`src/rtl/clk_div_prog_tick.sv`:
```
// ---------------------------------------------------------------------------
// clk_div_prog_tick
//
// Clock-enable generator with a divisor that can be changed at run time.
// It divides clk by N (2 .. 2^DIV_W-1) and produces three outputs:
//   - tick     : a one-cycle enable pulse at the start of every period. The
//                downstream counter stage consumes this pulse.
//   - clk_out  : a registered divided clock with roughly 50% duty.
//   - tick_cnt : a free-running count of ticks, modulo 2^CNT_W.
//
// A new divisor is loaded into a shadow register first. It moves into the
// active divisor only on a period wrap, so a period is never cut short or
// stretched part-way through.
//
// Optional feature (macro CLK_DIV_PROG_ODD_DUTY50_EN):
//   When the macro is defined, a negedge flop copies clk_out. For odd
//   divisors the output is the OR of the posedge register and that copy,
//   which gives an exact 50% duty cycle. When the macro is undefined,
//   clk_out is the plain posedge register and no negedge logic exists.
//
// Parameters:
//   DIV_W   : width of the divisor and of the phase counter
//   DEF_DIV : divisor after reset (2 .. 2^DIV_W-1)
//   CNT_W   : width of tick_cnt
//
// Ports:
//   clk      in   system clock; all state changes on posedge
//   rst      in   asynchronous, active-low reset
//   en       in   count enable; while low, the phase counter and outputs hold
//   div_val  in   requested divisor
//   div_load in   one-cycle strobe that samples div_val
//   busy     out  a loaded divisor is waiting for the next wrap
//   load_err out  one-cycle pulse: a div_val below 2 was rejected
//   tick     out  one-cycle pulse at the start of each period
//   clk_out  out  divided clock (registered)
//   tick_cnt out  tick counter, wraps modulo 2^CNT_W
// ---------------------------------------------------------------------------
module clk_div_prog_tick #(
    parameter int DIV_W   = 8,
    parameter int DEF_DIV = 4,
    parameter int CNT_W   = 2
) (
    input  logic             clk,
    input  logic             rst,
    input  logic             en,
    input  logic [DIV_W-1:0] div_val,
    input  logic             div_load,
    output logic             busy,
    output logic             load_err,
    output logic             tick,
    output logic             clk_out,
    output logic [CNT_W-1:0] tick_cnt
);

    // -----------------------------------------------------------------------
    // State
    // -----------------------------------------------------------------------
    logic [DIV_W-1:0] cnt;      // phase within the current period
    logic [DIV_W-1:0] div_reg;  // divisor in force for the current period
    logic [DIV_W-1:0] shadow;   // pending divisor, valid while busy = 1
    logic             clk_pos;  // posedge-registered divided clock

    // -----------------------------------------------------------------------
    // Next-state decode
    // -----------------------------------------------------------------------
    logic             wrap;     // this edge ends a period
    logic             apply;    // this wrap also installs the shadow divisor
    logic             load_ok;  // accepted load request
    logic             load_bad; // rejected load request (divisor < 2)
    logic [DIV_W-1:0] cnt_new;
    logic [DIV_W-1:0] div_new;

    // NOTE: every signal written in this block gets a value on every path.
    // A path that skips an assignment would make synthesis infer a latch.
    always_comb begin
        wrap     = en && (cnt == div_reg - DIV_W'(1));
        apply    = wrap && busy;
        load_ok  = div_load && (div_val >= DIV_W'(2));
        load_bad = div_load && (div_val <  DIV_W'(2));
        cnt_new  = wrap ? '0 : cnt + DIV_W'(1);
        // The clk_out decode on a wrap edge has to use the divisor that
        // takes effect on that same edge.
        div_new  = apply ? shadow : div_reg;
    end

    // -----------------------------------------------------------------------
    // Sequential state
    // -----------------------------------------------------------------------
    // NOTE: use non-blocking assignments for all flop state. Every read in
    // this block then sees the value from before the edge, whatever the
    // order of the statements.
    always_ff @(posedge clk or negedge rst) begin
        if (!rst) begin
            // cnt starts on the last phase, so the first enabled edge wraps
            // and issues a tick immediately.
            cnt      <= DIV_W'(DEF_DIV - 1);
            div_reg  <= DIV_W'(DEF_DIV);
            shadow   <= '0;
            busy     <= 1'b0;
            load_err <= 1'b0;
            tick     <= 1'b0;
            clk_pos  <= 1'b0;
            tick_cnt <= '0;
        end else begin
            tick     <= wrap;
            load_err <= load_bad;

            if (en) begin
                cnt     <= cnt_new;
                clk_pos <= (cnt_new < (div_new >> 1));
            end

            if (wrap) begin
                tick_cnt <= tick_cnt + CNT_W'(1);
            end

            if (apply) begin
                div_reg <= shadow;
            end

            // If a load arrives on an apply edge, div_reg takes the old
            // shadow value above. The new value then becomes the pending
            // one, so busy stays set.
            if (load_ok) begin
                shadow <= div_val;
                busy   <= 1'b1;
            end else if (apply) begin
                busy   <= 1'b0;
            end
        end
    end

    // -----------------------------------------------------------------------
    // Output clock shaping
    // -----------------------------------------------------------------------
`ifdef CLK_DIV_PROG_ODD_DUTY50_EN
    // The negedge copy lags clk_pos by half a clock period. For odd N, the
    // OR of the two extends the high phase from (N-1)/2 to N/2 periods.
    logic clk_neg;

    always_ff @(negedge clk or negedge rst) begin
        if (!rst) begin
            clk_neg <= 1'b0;
        end else begin
            clk_neg <= clk_pos;
        end
    end

    assign clk_out = div_reg[0] ? (clk_pos | clk_neg) : clk_pos;
`else
    assign clk_out = clk_pos;
`endif

endmodule

```
`config.mk`:
```
export PLATFORM = sky130hd
export DESIGN_NAME = clk_div_prog_tick
export DESIGN_NICKNAME = d
export VERILOG_FILES = /design/src/rtl/clk_div_prog_tick.sv
export SDC_FILE = /design/constraint.sdc
export NUM_CORES = 1
export LEC_CHECK = 0
export CORE_MARGIN = 2
export CORE_UTILIZATION = 55
export DETAILED_ROUTE_END_ITERATION = 6
export GPL_TIMING_DRIVEN = 0
export PLACE_DENSITY = 0.75
export SYNTH_ARGS = -nofsm -noshare
export SYNTH_HDL_FRONTEND = slang
export SYNTH_SLANG_ARGS = --single-unit
```
`constraint.sdc`:
```
create_clock -name clk -period 4.8 [get_ports clk]
set_input_delay 1.2 -clock clk [delete_from_list [all_inputs] [get_ports clk]]
set_output_delay 1.2 -clock clk [all_outputs]
set_load 0.01 [all_outputs]
```
-- Word-level counts from Yosys, hierarchy flattened
Cells that the tools add are included.
- register bits: 30
- bits in latches: 0
- memory bits (writable): 0
- memory bits (read-only): 0
- bits of input ports: 12
- output and inout bits: 6
- logic and storage cells: 25
- memories: 0
- add/subtract/negate cells: 3
- multipliers: 0
- div/mod/pow operators: 0
- magnitude comparators: 3
- eq/ne operators: 1
- shift operators: 0
- muxes and demuxes: 4
- bitwise operators: 0
- reductions and logical operators: 5
- operator list (cell ; number):
    two-way mux 8 bit ; 2
    adder 8 x 1 -> 8 bit, second input constant ; 1
    == test 8 bit ; 1
    >= comparator 8 x 2 -> 1 bit, second input constant ; 1
    < comparator 8 x 2 -> 1 bit, second input constant ; 1
    < comparator 8 x 7 -> 1 bit ; 1
    subtractor 8 x 1 -> 8 bit, second input constant ; 1
    logical AND 1 bit ; 4
    adder 2 x 1 -> 2 bit, second input constant ; 1
    two-way mux 1 bit ; 2
    nonzero test 2 bit ; 1

-- Longest topological paths before layout
Gate-level depths: netlist of run 1.
- word-level depth: 6
- gate-level depth with buffers: 15
- mapped depth without buffers: 14

-- Worst setup path after synthesis of run 1
No wires, ideal clock.
- path kind: in2reg
- start: input port en
- end: register clk_pos, in the netlist clk_out
- data arrival time: 3.317 ns
- required time: 4.665 ns
- setup slack: 1.348 ns
- cell stages on the path: 10
- path through: o2111ai_1 > a2111oi_4 > mux2_2 > inv_2 > ha_1 > nand4_1 > a211oi_1 > o2bb2ai_1 > nor2b_1 > a211oi_2
- word-level cells in the longest chain between the ends: 4
- RTL lines (element ; line ; text):
    start: declaration ; 45 ; input logic en,
    logical AND 1 bit ; 76 ; wrap = en && (cnt == div_reg - DIV_W'(1));
    logical AND 1 bit ; 77 ; apply = wrap && busy;
    two-way mux 8 bit ; -- ;
    named net div_new[6] ; 71 ; logic [DIV_W-1:0] div_new;
    < comparator 8 x 7 -> 1 bit ; 110 ; clk_pos <= (cnt_new < (div_new >> 1));
    end signal: assignment ; 110 ;
    end: declaration ; 61 ; logic clk_pos;
The timed path passes the listed nets, and every way through them passes these cells.
A chain may end at the register's enable or synchronous reset.

-- Worst setup path after layout of run 1
- start: input port en
- end: register clk_pos, in the netlist clk_out
- RTL lines (element ; line ; text):
    logical AND 1 bit ; 76 ;
    named net wrap ; 66 ; logic wrap;
    two-way mux 8 bit ; 80 ; cnt_new = wrap ? '0 : cnt + DIV_W'(1);
    named net cnt_new[3] ; 70 ; logic [DIV_W-1:0] cnt_new;
    < comparator 8 x 7 -> 1 bit ; 110 ;
The timed path passes the listed nets, and every way through them passes these cells.

==> results of run 1 <==
-- worst paths after layout --
kind / startpoint / to / slack, ns / cells past startpoint
min in group asynchronous: rst / clk_out / 0.89 / 1
max: en / clk_out / 0.75 / 11
min: shadow[6] / shadow[6] / 0.48 / 2
min reg2reg: shadow[6] / shadow[6] / 0.48 / 2
max in group asynchronous: rst / div_reg[5] / 3.49 / 1
max reg2reg: div_reg[0] / clk_out / 0.88 / 13
-- cells in the final DEF, fill, tap and decap left out, types with 2 or more instances in the layout --
| cell | count |
|---|---|
| xor2_1 | 3 |
| a31oi_1 | 2 |
| clkdlybuf4s50_1 | 15 |
| dfrtp_1 | 27 |
| nor3_1 | 6 |
| mux2_2 | 3 |
| nand2_1 | 22 |
| buf_2 | 2 |
| a22o_1 | 6 |
| a211oi_2 | 2 |
| o21ai_0 | 9 |
| inv_1 | 14 |
| and3_1 | 3 |
| nor2b_1 | 9 |
| nand2b_1 | 3 |
| xnor2_1 | 13 |
| nor4_1 | 3 |
| o21ai_1 | 3 |
| nand4_1 | 2 |
| clkbuf_4 | 5 |
| mux2i_1 | 6 |
| ha_1 | 8 |
| dfstp_2 | 3 |
| nor2_1 | 10 |
| a21oi_1 | 3 |
| clkbuf_1 | 5 |
-- layout make-up --
type	count	area, sq um
buffer	6	31.3
clock buffer	7	55.1
clock inverter	1	5.00
fill	260	1010
inverter	15	56.3
multi-input combinational	133	926
sequential	30	754
tap	44	55.1
timing repair buffer	16	155
-- power by group --
| part | leakage, nW | switching [W] | internal, W | total, W |
|---|---|---|---|---|
| logic | 0.516 | 0.000297 | 0.000285 | 0.000582 |
| clock network | 0.0353 | 0.0000823 | 0.0000709 | 0.000153 |
| registers | 0.369 | 0.0000846 | 0.000327 | 0.000412 |
-- worst max-delay path: stages --
cell	delay (ns)
clkdlybuf4s50_1	0.53
o2111ai_1	0.23
a211oi_2	0.54
clkbuf_1	0.45
nor2_1	0.12
ha_1	0.31
o21ai_0	0.09
a211oi_1	0.39
o2bb2ai_1	0.15
nor2b_1	0.17
a211oi_2	0.06
-- through the flow --
step / instances / util, % / instance area, sq um / worst slack (ns)
global placement: 244 / 65.0 / 1980 / 0.450
detailed placement: 244 / 65.0 / 1980 / 0.420
CTS: 252 / 66.9 / 2040 / 0.772
finish: 252 / 66.8 / 2040 / 0.748
floorplan: 184 / - / 1770 / 1.35
global route: 252 / 66.8 / 2040 / 0.575
-- kinds of logic after synthesis --
group,count (synthesis),synth area share (%)
AO/OA/AOI/OAI,35,15.0
XOR/XNOR,16,7.93
adder cells (fa/ha/maj),8,5.66
buffers and inverters,21,4.95
flip-flops,30,42.7
multiplexers,9,5.31
AND/OR/NAND/NOR,65,18.5
-- routing by layer --
layer / global-route usage, % / routed length, um / vias to the layer above
met5: 0 / 0 / -
met2: 36.4 / 1800 / 42
met4: 11.2 / 58 / 0
li1: - / - / 689
met3: 5.97 / 199 / 5
met1: 28.7 / 1540 / 669
==> flow_summary.json, run 1 <==
{
  "status": "finished clean",
  "drt_pass1_iterations": 4,
  "synth_top_area_share_pct": 38.2,
  "yosysMostFrequentCell": "dfrtp_1",
  "cts_tree": "done",
  "netlist_instances": 184,
  "placementRows": 20,
  "worstPathRequired_ns": 5.00,
  "die_h_um": 60.7,
  "syn_nets": 204,
  "setup_violations": 0,
  "nNetsFinal": 227,
  "vdd_drop_max_v": 0.000375,
  "async_reset_ff_share_pct": 100,
  "power.density_nw_per_um2": 563,
  "io-pin-count": 18,
  "path_max_fanout": 10,
  "cts-resized-gates": 0,
  "cts_hold_buffers": 0,
  "dp_hpwl_um": 2750,
  "cts_buffers": 5,
  "area_delta_synth_final_pct": 15.3,
  "yosys_warnings": 0,
  "synth_area_sq_um": 1770,
  "cts.clk_slew.worst_paths_ns": 0.09,
  "p_leak_nw": 0.920,
  "antenna_found_initial": 0,
  "finalWirelength_um": 3600,
  "finalCritPeriodShare_pct": 84.4,
  "synthTopCellsByCount": "27 x dfrtp_1, 22 x nand2_1, 14 x inv_1",
  "hold-worst-slack_ns": 0.480,
  "port-buffer-count": 16,
  "overflow": 0,
  "cap_violations": 0,
  "drc": 0,
  "vias": 1405,
  "yosysUniqueCellTypes": 43,
  "htreeDepth": 2,
  "slew_headroom_pct": 48.4,
  "cts_setup_buffers": 0,
  "finalSetupTns_ns": 0,
  "die_w_um": 60.7,
  "crit_path_end_kind": "register",
  "antenna_left": 0,
  "grt_max_degree": 31,
  "avgRoutedWirePerCell_um": 14.3,
  "drive_above_1_share_pct": 9.62,
  "critical_path_class": "in2reg",
  "yosysTopAreaCell": "dfrtp_1",
  "diodes": 0,
  "grt_first_pass_wirelength_um": 5890,
  "ys_seq_area_share_pct": 42.7,
  "grt_pass1_vias": 1293,
  "slew_violations": 0,
  "gp_congestion": 0.884,
  "dr.first_iter.drc_count": 64,
  "clock_sinks": 30,
  "cp_data_arrival_time_ns": 4.25,
  "finalPower_w": 0.00115,
  "start_util_pct": 57.9,
  "tightestPinTransition_ns": 0.774,
  "clock-root-buffer": "clkbuf_4",
  "cp-start-kind": "primary input",
  "max_freq_mhz": 247,
  "rsz0062_at_grt": "no",
  "global_route.usage.total_pct": 22.8,
  "clockBufferDepth": 2,
  "synth_edf_count": 0,
  "hold_viol_final": 0,
  "synth.area.top_cells": "dfrtp_1 38%, xnor2_1 6.4%, ha_1 5.7%",
  "fin_crit_ns": 4.05,
  "clk_latency_ns": 0.32,
  "die_area_sq_um": 3680,
  "avgSynthCellArea_sq_um": 9.61,
  "vias_per_cell": 5.58,
  "hp-class": "reg2reg",
  "synth_ff_type": "dfrtp_1",
  "clock-skew-final_ns": 0.00289,
  "core_sq_um": 3050,
  "synth-seq-cells": 30
}
(Power assumes the default switching activity.)
==> run 2, diff against run 1 <==
==> constraint.sdc (replaced) <==
create_clock -name clk -period 4 [get_ports clk]
set_input_delay 1 -clock clk [delete_from_list [all_inputs] [get_ports clk]]
set_output_delay 1 -clock clk [all_outputs]
set_load 0.01 [all_outputs]
==> flow_summary.json, run 2 (synthesized netlist as in run 1, its figures left out) <==
{
  "final_cells": 252,
  "slew_violations": 0,
  "slew_headroom_pct": 48.7,
  "core_sq_um": 3050,
  "global_route.usage.total_pct": 22.8,
  "die_area_sq_um": 3680,
  "power.density_nw_per_um2": 680,
  "grt_pass1_vias": 1293,
  "max_freq_mhz": 261,
  "clock_sinks": 30,
  "p_leak_nw": 0.924,
  "tightestPinTransition_ns": 0.769,
  "cts_buffers": 5,
  "rsz0062_at_grt": "no",
  "timing.final.ws_setup_ns": 0.175,
  "dp_slack_ns": -0.180,
  "cp_data_arrival_time_ns": 4.04,
  "cp-start-kind": "primary input",
  "hold_viol_final": 0,
  "dr.first_iter.drc_count": 61,
  "nNetsFinal": 227,
  "start_util_pct": 57.9,
  "setup_violations": 0,
  "cts_setup_buffers": 0,
  "cap_violations": 0,
  "finalSetupTns_ns": 0,
  "gp_congestion": 0.884,
  "clock-root-buffer": "clkbuf_4",
  "area_delta_synth_final_pct": 15.8,
  "grt_max_degree": 31,
  "htreeDepth": 2,
  "vdd_drop_max_v": 0.000450,
  "final_cell_mix": "27 x dfrtp_1, 22 x nand2_1, 15 x clkdlybuf4s50_1",
  "placementRows": 20,
  "finalCritPeriodShare_pct": 95.6,
  "die_w_um": 60.7,
  "vias": 1405,
  "avgRoutedWirePerCell_um": 14.5,
  "drive_above_1_share_pct": 10.1,
  "overflow": 0,
  "crit_path_end_kind": "register",
  "final_common_cell": "dfrtp_1",
  "antenna_found_initial": 0,
  "path_max_fanout": 9,
  "grt_first_pass_wirelength_um": 5890,
  "clockBufferDepth": 2,
  "vias_per_cell": 5.58,
  "drt_pass1_iterations": 4,
  "die_h_um": 60.7,
  "cts_tree": "done",
  "io-pin-count": 18,
  "fin_crit_ns": 3.82,
  "worstPathRequired_ns": 4.21,
  "clk_latency_ns": 0.33,
  "dp_hpwl_um": 2750,
  "finalPower_w": 0.00139,
  "critical_path_class": "in2reg",
  "final_util_pct": 67.0,
  "antenna_left": 0,
  "clock-skew-final_ns": 0.00451,
  "status": "finished clean",
  "cts.clk_slew.worst_paths_ns": 0.09,
  "port-buffer-count": 16,
  "drc": 0,
  "dp_cells": 244,
  "diodes": 0,
  "hp-class": "reg2reg",
  "finalWirelength_um": 3660
}
run 2: through the flow:
step / cell area, sq um / hold WS (ns)
6_report: 2050 / 0.480
5_1_grt: 2050 / 0.515
4_1_cts: 2040 / 0.482
3_5_place_dp: 1980 / 0.464
3_3_place_gp: 1980 / 0.460
2_1_floorplan: 1770 / 0.440
run 2: area by class of cell:
type | count | area (sq um)
clock buffers | 7 | 55.1
flip-flops and latches | 30 | 754
inverters | 15 | 56.3
well taps | 44 | 55.1
fillers | 257 | 1010
plain buffers | 6 | 32.5
repair buffers | 16 | 155
multi-input cells | 133 | 933
clock inverters | 1 | 5.00
run 2: path summary, 6_finish.rpt:
check	slack, ns	from	end	cells past startpoint
worst max-delay path	0.18	en	clk_out	11
worst max register to register	0.26	div_reg[0]	clk_out	13
worst min-delay path	0.48	shadow[6]	shadow[6]	2
max in group asynchronous	2.90	rst	div_reg[5]	1
min in group asynchronous	0.68	rst	clk_out	1
worst min register to register	0.48	shadow[6]	shadow[6]	2
run 2: where the power goes:
group,switching [W],internal [W],leakage [nW],total (W)
clock,0.000101,0.0000850,0.0353,0.000186
combinational,0.000370,0.000341,0.519,0.000710
sequential,0.000102,0.000392,0.369,0.000494
run 2: repair_timing:
action,4_1_cts,5_1_grt
gates resized for setup,0,3
hold buffers,0,0
setup endpoints to repair,0,1
run 2: critical path: stages:
cell	delay, ns
clkdlybuf4s50_1	0.54
o2111ai_1	0.27
a2111oi_4	0.75
mux2_2	0.31
inv_2	0.03
ha_1	0.28
nand4_1	0.09
a211oi_1	0.38
o2bb2ai_1	0.15
nor2b_1	0.17
a211oi_2	0.06
run 2: per-layer routing:
layer	track usage [%]	vias to the layer above	part of all wire, %
li1	-	687	-
met1	28.7	680	43
met2	36.4	33	50
met3	5.97	5	5.2
met4	11.2	0	1.7
met5	0	-	0
==> run 3, diff against run 2 <==
==> constraint.sdc (replaced) <==
create_clock -name clk -period 4 [get_ports clk]
set_input_delay 1 -clock clk [delete_from_list [all_inputs] [get_ports clk]]
set_output_delay 1 -clock clk [all_outputs]
set_load 0.005 [all_outputs]
==> results of run 3 <==
The final DEF is identical to that of run 2. Status: finished clean.
Main changes from that run: total power 0.00139 W -> 0.00138 W; worst IR drop on VDD 0.000450 V -> 0.000439 V
